--- src/rtl/axi_burst_buf_if.sv ---
// AXI4 bus bundle between a burst master and the staging-buffer slave.
// Carries the AR/R and AW/W/B channels with the interconnect's _S8 names.
// Handshake rule for every channel: a beat transfers on a rising clk edge
// where VALID and READY are both high. The source keeps its payload stable
// while VALID is high and READY is low.
// Ports (modports):
//   master : drives AR*/AW*/W*/RREADY/BREADY, observes READYs, R*, B*
//   slave  : the mirror image of master
interface axi_burst_buf_if #(
    parameter int ID_W = 8
);
    logic [ID_W-1:0] ARID_S8;
    logic [31:0]     ARADDR_S8;
    logic [3:0]      ARLEN_S8;
    logic [2:0]      ARSIZE_S8;
    logic [1:0]      ARBURST_S8;
    logic            ARVALID_S8;
    logic            ARREADY_S8;

    logic [ID_W-1:0] RID_S8;
    logic [31:0]     RDATA_S8;
    logic [1:0]      RRESP_S8;
    logic            RLAST_S8;
    logic            RVALID_S8;
    logic            RREADY_S8;

    logic [ID_W-1:0] AWID_S8;
    logic [31:0]     AWADDR_S8;
    logic [3:0]      AWLEN_S8;
    logic [2:0]      AWSIZE_S8;
    logic [1:0]      AWBURST_S8;
    logic            AWVALID_S8;
    logic            AWREADY_S8;

    logic [31:0]     WDATA_S8;
    logic [3:0]      WSTRB_S8;
    logic            WLAST_S8;
    logic            WVALID_S8;
    logic            WREADY_S8;

    logic [ID_W-1:0] BID_S8;
    logic [1:0]      BRESP_S8;
    logic            BVALID_S8;
    logic            BREADY_S8;

    modport master (
        output ARID_S8, ARADDR_S8, ARLEN_S8, ARSIZE_S8, ARBURST_S8, ARVALID_S8,
        input  ARREADY_S8,
        input  RID_S8, RDATA_S8, RRESP_S8, RLAST_S8, RVALID_S8,
        output RREADY_S8,
        output AWID_S8, AWADDR_S8, AWLEN_S8, AWSIZE_S8, AWBURST_S8, AWVALID_S8,
        input  AWREADY_S8,
        output WDATA_S8, WSTRB_S8, WLAST_S8, WVALID_S8,
        input  WREADY_S8,
        input  BID_S8, BRESP_S8, BVALID_S8,
        output BREADY_S8
    );

    modport slave (
        input  ARID_S8, ARADDR_S8, ARLEN_S8, ARSIZE_S8, ARBURST_S8, ARVALID_S8,
        output ARREADY_S8,
        output RID_S8, RDATA_S8, RRESP_S8, RLAST_S8, RVALID_S8,
        input  RREADY_S8,
        input  AWID_S8, AWADDR_S8, AWLEN_S8, AWSIZE_S8, AWBURST_S8, AWVALID_S8,
        output AWREADY_S8,
        input  WDATA_S8, WSTRB_S8, WLAST_S8, WVALID_S8,
        output WREADY_S8,
        output BID_S8, BRESP_S8, BVALID_S8,
        input  BREADY_S8
    );
endinterface

--- src/rtl/axi_burst_buf_slave.sv ---
// AXI4 burst responder in front of a DEPTH-word staging buffer.
// Serves one INCR word burst (1..16 beats) at a time, read or write.
// Ports:
//   clk       : clock, all logic on the rising edge
//   rst       : synchronous active-high reset (abandons any burst, clears buffer)
//   s         : AXI bus, slave side (AR/R and AW/W/B channels)
//   dbg_state : current FSM state (0 IDLE, 1 RD, 2 WR, 3 WRESP)
module axi_burst_buf_slave #(
    parameter int DEPTH = 64,
    parameter int ID_W  = 8
) (
    input  logic                  clk,
    input  logic                  rst,
    axi_burst_buf_if.slave        s,
    output logic [1:0]            dbg_state
);
    localparam int IW = $clog2(DEPTH);

    typedef enum logic [1:0] {IDLE = 2'd0, RD = 2'd1, WR = 2'd2, WRESP = 2'd3} state_t;

    state_t          state;
    logic [IW-1:0]   ptr;
    logic [3:0]      beat;
    logic [3:0]      len;
    logic            err;
    logic [ID_W-1:0] rid;
    logic [ID_W-1:0] bid;
    logic [31:0]     mem [DEPTH];

    // Write wins when AW and AR are both presented in the same IDLE cycle.
    logic aw_hs;
    logic ar_hs;
    logic last_beat;
    assign aw_hs     = (state == IDLE) && s.AWVALID_S8;
    assign ar_hs     = (state == IDLE) && s.ARVALID_S8 && !s.AWVALID_S8;
    assign last_beat = (beat == len);

    assign s.AWREADY_S8 = (state == IDLE);
    assign s.ARREADY_S8 = (state == IDLE) && !s.AWVALID_S8;

    // Read data comes straight from the flop array at the pointer, so it is
    // naturally stable while RREADY stalls the beat.
    assign s.RVALID_S8 = (state == RD);
    assign s.RDATA_S8  = mem[ptr];
    assign s.RLAST_S8  = (state == RD) && last_beat;
    assign s.RID_S8    = rid;
    assign s.RRESP_S8  = 2'b00;

    assign s.WREADY_S8 = (state == WR);

    assign s.BVALID_S8 = (state == WRESP);
    assign s.BRESP_S8  = err ? 2'b10 : 2'b00;
    assign s.BID_S8    = bid;

    assign dbg_state = state;

    // Size/burst type are always treated as word INCR; low address bits and
    // bits above the buffer index alias.
    logic unused_inputs;
    assign unused_inputs = ^{s.ARSIZE_S8, s.ARBURST_S8, s.AWSIZE_S8, s.AWBURST_S8,
                             s.ARADDR_S8[1:0], s.ARADDR_S8[31:IW+2],
                             s.AWADDR_S8[1:0], s.AWADDR_S8[31:IW+2]};

    always_ff @(posedge clk) begin
        if (rst) begin
            state <= IDLE;
            ptr   <= '0;
            beat  <= '0;
            len   <= '0;
            err   <= 1'b0;
            rid   <= '0;
            bid   <= '0;
            for (int i = 0; i < DEPTH; i++) begin
                mem[i] <= '0;
            end
        end else begin
            case (state)
                IDLE: begin
                    if (aw_hs) begin
                        bid   <= s.AWID_S8;
                        ptr   <= s.AWADDR_S8[2 +: IW];
                        len   <= s.AWLEN_S8;
                        beat  <= '0;
                        state <= WR;
                    end else if (ar_hs) begin
                        rid   <= s.ARID_S8;
                        ptr   <= s.ARADDR_S8[2 +: IW];
                        len   <= s.ARLEN_S8;
                        beat  <= '0;
                        state <= RD;
                    end
                end
                RD: begin
                    if (s.RREADY_S8) begin
                        ptr  <= ptr + IW'(1);
                        beat <= beat + 4'd1;
                        if (last_beat) begin
                            state <= IDLE;
                        end
                    end
                end
                WR: begin
                    if (s.WVALID_S8) begin
                        for (int b = 0; b < 4; b++) begin
                            if (s.WSTRB_S8[b]) begin
                                mem[ptr][8*b +: 8] <= s.WDATA_S8[8*b +: 8];
                            end
                        end
                        ptr  <= ptr + IW'(1);
                        beat <= beat + 4'd1;
                        // Burst ends on whichever comes first: master's WLAST
                        // or the beat count; disagreement is reported as SLVERR.
                        if (s.WLAST_S8 || last_beat) begin
                            err   <= (s.WLAST_S8 != last_beat);
                            state <= WRESP;
                        end
                    end
                end
                WRESP: begin
                    if (s.BREADY_S8) begin
                        err   <= 1'b0;
                        state <= IDLE;
                    end
                end
                default: state <= IDLE;
            endcase
        end
    end
endmodule

--- src/flat_wrapper.sv ---
// flat-port wrapper written by rule: the top's interface ports become plain ports
module axi_burst_buf_slave_flat 
#(
    parameter int DEPTH = 64,
    parameter int ID_W  = 8
)
  (clk, rst, dbg_state, s_ARID_S8, s_ARADDR_S8, s_ARLEN_S8, s_ARSIZE_S8, s_ARBURST_S8, s_ARVALID_S8, s_ARREADY_S8, s_RID_S8, s_RDATA_S8, s_RRESP_S8, s_RLAST_S8, s_RVALID_S8, s_RREADY_S8, s_AWID_S8, s_AWADDR_S8, s_AWLEN_S8, s_AWSIZE_S8, s_AWBURST_S8, s_AWVALID_S8, s_AWREADY_S8, s_WDATA_S8, s_WSTRB_S8, s_WLAST_S8, s_WVALID_S8, s_WREADY_S8, s_BID_S8, s_BRESP_S8, s_BVALID_S8, s_BREADY_S8);
  axi_burst_buf_if #(.ID_W(ID_W)) s_i ();
  input  logic clk;
  input  logic rst;
  output logic [1:0] dbg_state;
  input wire logic [$bits(s_i.ARID_S8)-1:0] s_ARID_S8;
  input wire logic [$bits(s_i.ARADDR_S8)-1:0] s_ARADDR_S8;
  input wire logic [$bits(s_i.ARLEN_S8)-1:0] s_ARLEN_S8;
  input wire logic [$bits(s_i.ARSIZE_S8)-1:0] s_ARSIZE_S8;
  input wire logic [$bits(s_i.ARBURST_S8)-1:0] s_ARBURST_S8;
  input wire logic [$bits(s_i.ARVALID_S8)-1:0] s_ARVALID_S8;
  output wire logic [$bits(s_i.ARREADY_S8)-1:0] s_ARREADY_S8;
  output wire logic [$bits(s_i.RID_S8)-1:0] s_RID_S8;
  output wire logic [$bits(s_i.RDATA_S8)-1:0] s_RDATA_S8;
  output wire logic [$bits(s_i.RRESP_S8)-1:0] s_RRESP_S8;
  output wire logic [$bits(s_i.RLAST_S8)-1:0] s_RLAST_S8;
  output wire logic [$bits(s_i.RVALID_S8)-1:0] s_RVALID_S8;
  input wire logic [$bits(s_i.RREADY_S8)-1:0] s_RREADY_S8;
  input wire logic [$bits(s_i.AWID_S8)-1:0] s_AWID_S8;
  input wire logic [$bits(s_i.AWADDR_S8)-1:0] s_AWADDR_S8;
  input wire logic [$bits(s_i.AWLEN_S8)-1:0] s_AWLEN_S8;
  input wire logic [$bits(s_i.AWSIZE_S8)-1:0] s_AWSIZE_S8;
  input wire logic [$bits(s_i.AWBURST_S8)-1:0] s_AWBURST_S8;
  input wire logic [$bits(s_i.AWVALID_S8)-1:0] s_AWVALID_S8;
  output wire logic [$bits(s_i.AWREADY_S8)-1:0] s_AWREADY_S8;
  input wire logic [$bits(s_i.WDATA_S8)-1:0] s_WDATA_S8;
  input wire logic [$bits(s_i.WSTRB_S8)-1:0] s_WSTRB_S8;
  input wire logic [$bits(s_i.WLAST_S8)-1:0] s_WLAST_S8;
  input wire logic [$bits(s_i.WVALID_S8)-1:0] s_WVALID_S8;
  output wire logic [$bits(s_i.WREADY_S8)-1:0] s_WREADY_S8;
  output wire logic [$bits(s_i.BID_S8)-1:0] s_BID_S8;
  output wire logic [$bits(s_i.BRESP_S8)-1:0] s_BRESP_S8;
  output wire logic [$bits(s_i.BVALID_S8)-1:0] s_BVALID_S8;
  input wire logic [$bits(s_i.BREADY_S8)-1:0] s_BREADY_S8;
  assign s_i.ARID_S8 = s_ARID_S8;
  assign s_i.ARADDR_S8 = s_ARADDR_S8;
  assign s_i.ARLEN_S8 = s_ARLEN_S8;
  assign s_i.ARSIZE_S8 = s_ARSIZE_S8;
  assign s_i.ARBURST_S8 = s_ARBURST_S8;
  assign s_i.ARVALID_S8 = s_ARVALID_S8;
  assign s_ARREADY_S8 = s_i.ARREADY_S8;
  assign s_RID_S8 = s_i.RID_S8;
  assign s_RDATA_S8 = s_i.RDATA_S8;
  assign s_RRESP_S8 = s_i.RRESP_S8;
  assign s_RLAST_S8 = s_i.RLAST_S8;
  assign s_RVALID_S8 = s_i.RVALID_S8;
  assign s_i.RREADY_S8 = s_RREADY_S8;
  assign s_i.AWID_S8 = s_AWID_S8;
  assign s_i.AWADDR_S8 = s_AWADDR_S8;
  assign s_i.AWLEN_S8 = s_AWLEN_S8;
  assign s_i.AWSIZE_S8 = s_AWSIZE_S8;
  assign s_i.AWBURST_S8 = s_AWBURST_S8;
  assign s_i.AWVALID_S8 = s_AWVALID_S8;
  assign s_AWREADY_S8 = s_i.AWREADY_S8;
  assign s_i.WDATA_S8 = s_WDATA_S8;
  assign s_i.WSTRB_S8 = s_WSTRB_S8;
  assign s_i.WLAST_S8 = s_WLAST_S8;
  assign s_i.WVALID_S8 = s_WVALID_S8;
  assign s_WREADY_S8 = s_i.WREADY_S8;
  assign s_BID_S8 = s_i.BID_S8;
  assign s_BRESP_S8 = s_i.BRESP_S8;
  assign s_BVALID_S8 = s_i.BVALID_S8;
  assign s_i.BREADY_S8 = s_BREADY_S8;
  axi_burst_buf_slave #(.DEPTH(DEPTH), .ID_W(ID_W)) u_core (.clk(clk), .rst(rst), .s(s_i), .dbg_state(dbg_state));
endmodule
--- config.mk ---
export PLATFORM = sky130hd
export DESIGN_NAME = axi_burst_buf_slave_flat
export DESIGN_NICKNAME = d
export VERILOG_FILES = /design/src/rtl/axi_burst_buf_if.sv /design/src/rtl/axi_burst_buf_slave.sv /design/src/flat_wrapper.sv
export SDC_FILE = /design/constraint.sdc
export NUM_CORES = 2
export LEC_CHECK = 0
export ABC_AREA = 1
export BUFFER_PORTS_ARGS = -buffer_cell sky130_fd_sc_hd__buf_2
export CORE_ASPECT_RATIO = 0.7
export CORE_MARGIN = 10
export CORE_UTILIZATION = 30
export CTS_BUF_LIST = sky130_fd_sc_hd__clkbuf_16
export DETAILED_ROUTE_END_ITERATION = 8
export PLACE_DENSITY_LB_ADDON = 0.2
export SLEW_MARGIN = 20
export SYNTH_ARGS = -nofsm -noshare
export SYNTH_HDL_FRONTEND = slang
export SYNTH_SLANG_ARGS = --single-unit
export TNS_END_PERCENT = 1
--- constraint.sdc ---
create_clock -name clk -period 5.24 [get_ports clk]
set_input_delay 1.572 -clock clk [delete_from_list [all_inputs] [get_ports clk]]
set_output_delay 1.572 -clock clk [all_outputs]
set_load 0.02 [all_outputs]
==> load_flow_metrics.sql <==
INSERT INTO impl_metrics (metric_group, metric, value, unit) VALUES
('synth', 'synth.ff_latch_count', '2087', ''),
('grt', 'pin_count_of_the_biggest_net_entering_global_routing', '132', ''),
('min_path', 'worst_hold_path.num_cells', '2', ''),
('sta', 'slew_viol_final', '0', ''),
('clock_tree', 'clk_path_buf_depth', '4', ''),
('power_and_ir_drop', 'power-per-cell-area', '471.6', 'mW/mm²'),
('synth', 'ys.flop_type', 'edfxtp_1', ''),
('worst_setup_path', 'cp-start-kind', 'register', ''),
('clock_tree', 'cts_tree', 'done', ''),
('run_status', 'violated_checks', 'negative setup slack', ''),
('synth', 'yosys.area_share.adder', '0.001061', ''),
('die', 'dieArea', '0.3378', 'mm²'),
('synth', 'synthMuxAreaShare', '0.0001061', ''),
('run', 'timing.max_cap.violations', '0', ''),
('power_and_ir_drop', 'power.leakage', '41.44', 'nW'),
('grt', 'first_pass_grt_wire_length', '480.1', 'mm'),
('drt', 'wl_per_cell', '23.81', 'µm'),
('clock_tree', 'clkSinkCount', '2087', ''),
('cells_and_area', 'layout.filler_cells', '31960', ''),
('clock_tree', 'holdBufCountCts', '0', ''),
('cells_and_area', 'final_nets', '9863', ''),
('cells_and_area', 'layout.cells.most_common', 'nand2_1', ''),
('run_status', 'outcome', 'finished, violations left', ''),
('drt', 'drt_iter0_drc', '8820', ''),
('sta', 'period_needed', '5.258', 'ns'),
('worst_setup_path', 'worst_setup_path_end_kind', 'output pin', ''),
('synth', 'instance_count_of_the_mapped_netlist', '9818', ''),
('grt', 'global_route.usage.met2', '0.2719', ''),
('cells_and_area', 'area_growth', '13.10', '%'),
('sta', 'setup_repair_after_global_routing_missed_its_margin', 'true', ''),
('die', 'initial_utilization', '0.3010', ''),
('sta', 'timing.final.ws_setup', '-0.01816', 'ns'),
('drt', 'ant_nets', '0', ''),
('die', 'core.rowCount', '172', ''),
('synth', 'async_reset_ff_frac', '0', ''),
('synth', 'synth_compound_area_frac', '0.003672', ''),
('die', 'boundaryPins', '202', ''),
('grt', 'gr-usage-met1', '0.2831', ''),
('synth', 'post_synth_and_or_nand_nor_area_fraction', '0.3015', ''),
('min_path', 'min_path_type', 'register to register', ''),
('clock_tree', 'insertion_delay', '0.90', 'ns'),
('worst_setup_path', 'critPathKind', 'register to output pin', ''),
('drt', 'route.vias.total', '71890', ''),
('placement', 'place.gp.congestion', '0.8514', ''),
('synth', 'yosysSeqAreaShare', '0.6599', ''),
('worst_setup_path', 'rr_worst_depth', '4', ''),
('synth', 'synth_warnings', '0', ''),
('worst_setup_path', 'path_max_fanout', '29', ''),
('placement', 'io_buffer_count', '136', ''),
('synth', 'synth_area', '0.09438', 'mm²'),
('drt', 'vias_per_cell', '5.113', ''),
('worst_setup_path', 'crit_chain', 'buf_12 -> inv_16 -> buf_12 -> buf_12 -> nand2_1 -> nand3_1 -> nand3_1 -> nand3_1 -> nand3_1 -> nand2_1 -> nand2_1 -> nand2_1 -> buf_4 -> buf_2', ''),
('cells_and_area', 'final_cell_mix', 'nand2_1, nor2_1, edfxtp_1', ''),
('grt', 'groute.layer.met3.usage', '0.05167', ''),
('drt', 'drtPass1Iterations', '6', ''),
('power_and_ir_drop', 'max-vdd-ir-drop', '263.4', 'µV'),
('die', 'die_x', '690.4', 'µm'),
('synth', 'yosys.area_share.xor_xnor', '0.0006496', ''),
('sta', 'timing.final.crit_share', '1.003', ''),
('die', 'core_area', '0.3136', 'mm²'),
('clock_tree', 'numCtsBuffers', '213', ''),
('cells_and_area', 'fin_util', '0.3404', ''),
('synth', 'synthDistinctLibCells', '33', ''),
('worst_setup_path', 'biggest_cell_delay_along_the_critical_path', '0.35', 'ns'),
('worst_setup_path', 'timing.critical_path.required', '3.67', 'ns'),
('sta', 'setup_viols_final', '2', ''),
('sta', 'worst_slew_pin_tran', '1.258', 'ns'),
('placement', 'hpwl', '218.1', 'mm'),
('sta', 'clock_skew', '0.05345', 'ns'),
('worst_setup_path', 'timing.critical_path.arrival', '3.69', 'ns'),
('sta', 'timing_hold_violations_final', '0', '');
==> power by group <==
group / internal (W) / switching [W]
clock: 0.00791 / 0.00671
combinational: 0.00418 / 0.0123
sequential: 0.0189 / 0.000351
==> repair_timing <==
item                       CTS  global route
gates resized for setup      8            12
cloned                       1             1
setup endpoints to repair   21            18
setup buffers                3             0
==> path summary, 6_finish.rpt <==
path	start	slack, ns	end
worst max-delay path	register	-0.02	s_RDATA_S8[17]
worst min-delay path	u_core.s.BID_S8[3]$_SDFFE_PP0P_	0.49	u_core.s.BID_S8[3]$_SDFFE_PP0P_
worst max register to register	u_core.ptr[2]$_SDFFE_PP0P_	1.36	u_core.mem[55][7]$_SDFFCE_PN0P_
worst min register to register	u_core.s.BID_S8[3]$_SDFFE_PP0P_	0.49	u_core.s.BID_S8[3]$_SDFFE_PP0P_
==> routing by layer <==
layer / routed length (µm) / share of wire
met2: 137200 / 0.41
met3: 34530 / 0.10
met1: 154700 / 0.46
met4: 8443 / 0.025
met5: 51 / 0.00015
==> flip-flops by register name, indices dropped and copies added (netlist names), named ones only <==
name	count
u_core.s.BID_S8	8
u_core.dbg_state	2
u_core.ptr	6
u_core.len	4
u_core.beat	4
u_core.mem	2048
u_core.err	1
u_core.s.RID_S8	8
==> stage by stage <==
stage | power [W] | cells | setup WS [ns] | hold WS [ns]
floorplan | 0.02868 | 9820 | 1.764 | 0.4696
global placement | 0.03577 | 13670 | 0.6197 | 0.4724
detailed placement | 0.03580 | 13670 | 0.6062 | 0.4728
CTS | 0.05044 | 14050 | 0.004717 | 0.4865
global route | 0.05253 | 14050 | -0.05643 | 0.5184
finish | 0.05034 | 14060 | -0.01816 | 0.4887
==> cell type report <==
type                       count  area, µm²  share of cell area
timing repair buffer         379       3354             0.03142
clock inverter               158      948.4            0.008885
tap                         4176       5225             0.04895
antenna                       13      32.53           0.0003048
inverter                      66      314.1            0.002942
multi-input combinational   6966      29190              0.2735
clock buffer                 215       5380             0.05040
sequential                  2087      62300              0.5836
==> cell usage after synthesis, types with 10 or more instances <==
cell type and n:
o21ai_0 40, inv_2 36, buf_4 10, inv_1 26, buf_2 159, clkbuf_1 464, buf_1 67, nand2_2 36
nor2_1 2161, nand2_1 2748, a21oi_1 14, dfxtp_1 39, nand3_1 1913, edfxtp_1 2048
==> cells by family (layout without fill, tap and decap cells) <==
logic type                 Yosys count  count (layout)
AOI/OAI and AO/OA                   65              65
and+or+nand+nor                   6882            6882
adders and majority gates            8               8
xor gates and xnor gates             7               7
muxes                                1               1
other                                1              16
DFF                               2087            2087
buffers and inverters              767             818
==> tightest hold or removal path, stage by stage (launching register included) <==
cell     delay (ns)
dfxtp_1        0.30
nor2_1         0.09
nor2_1         0.05
Note: power is estimated with default switching activity, not from simulation.
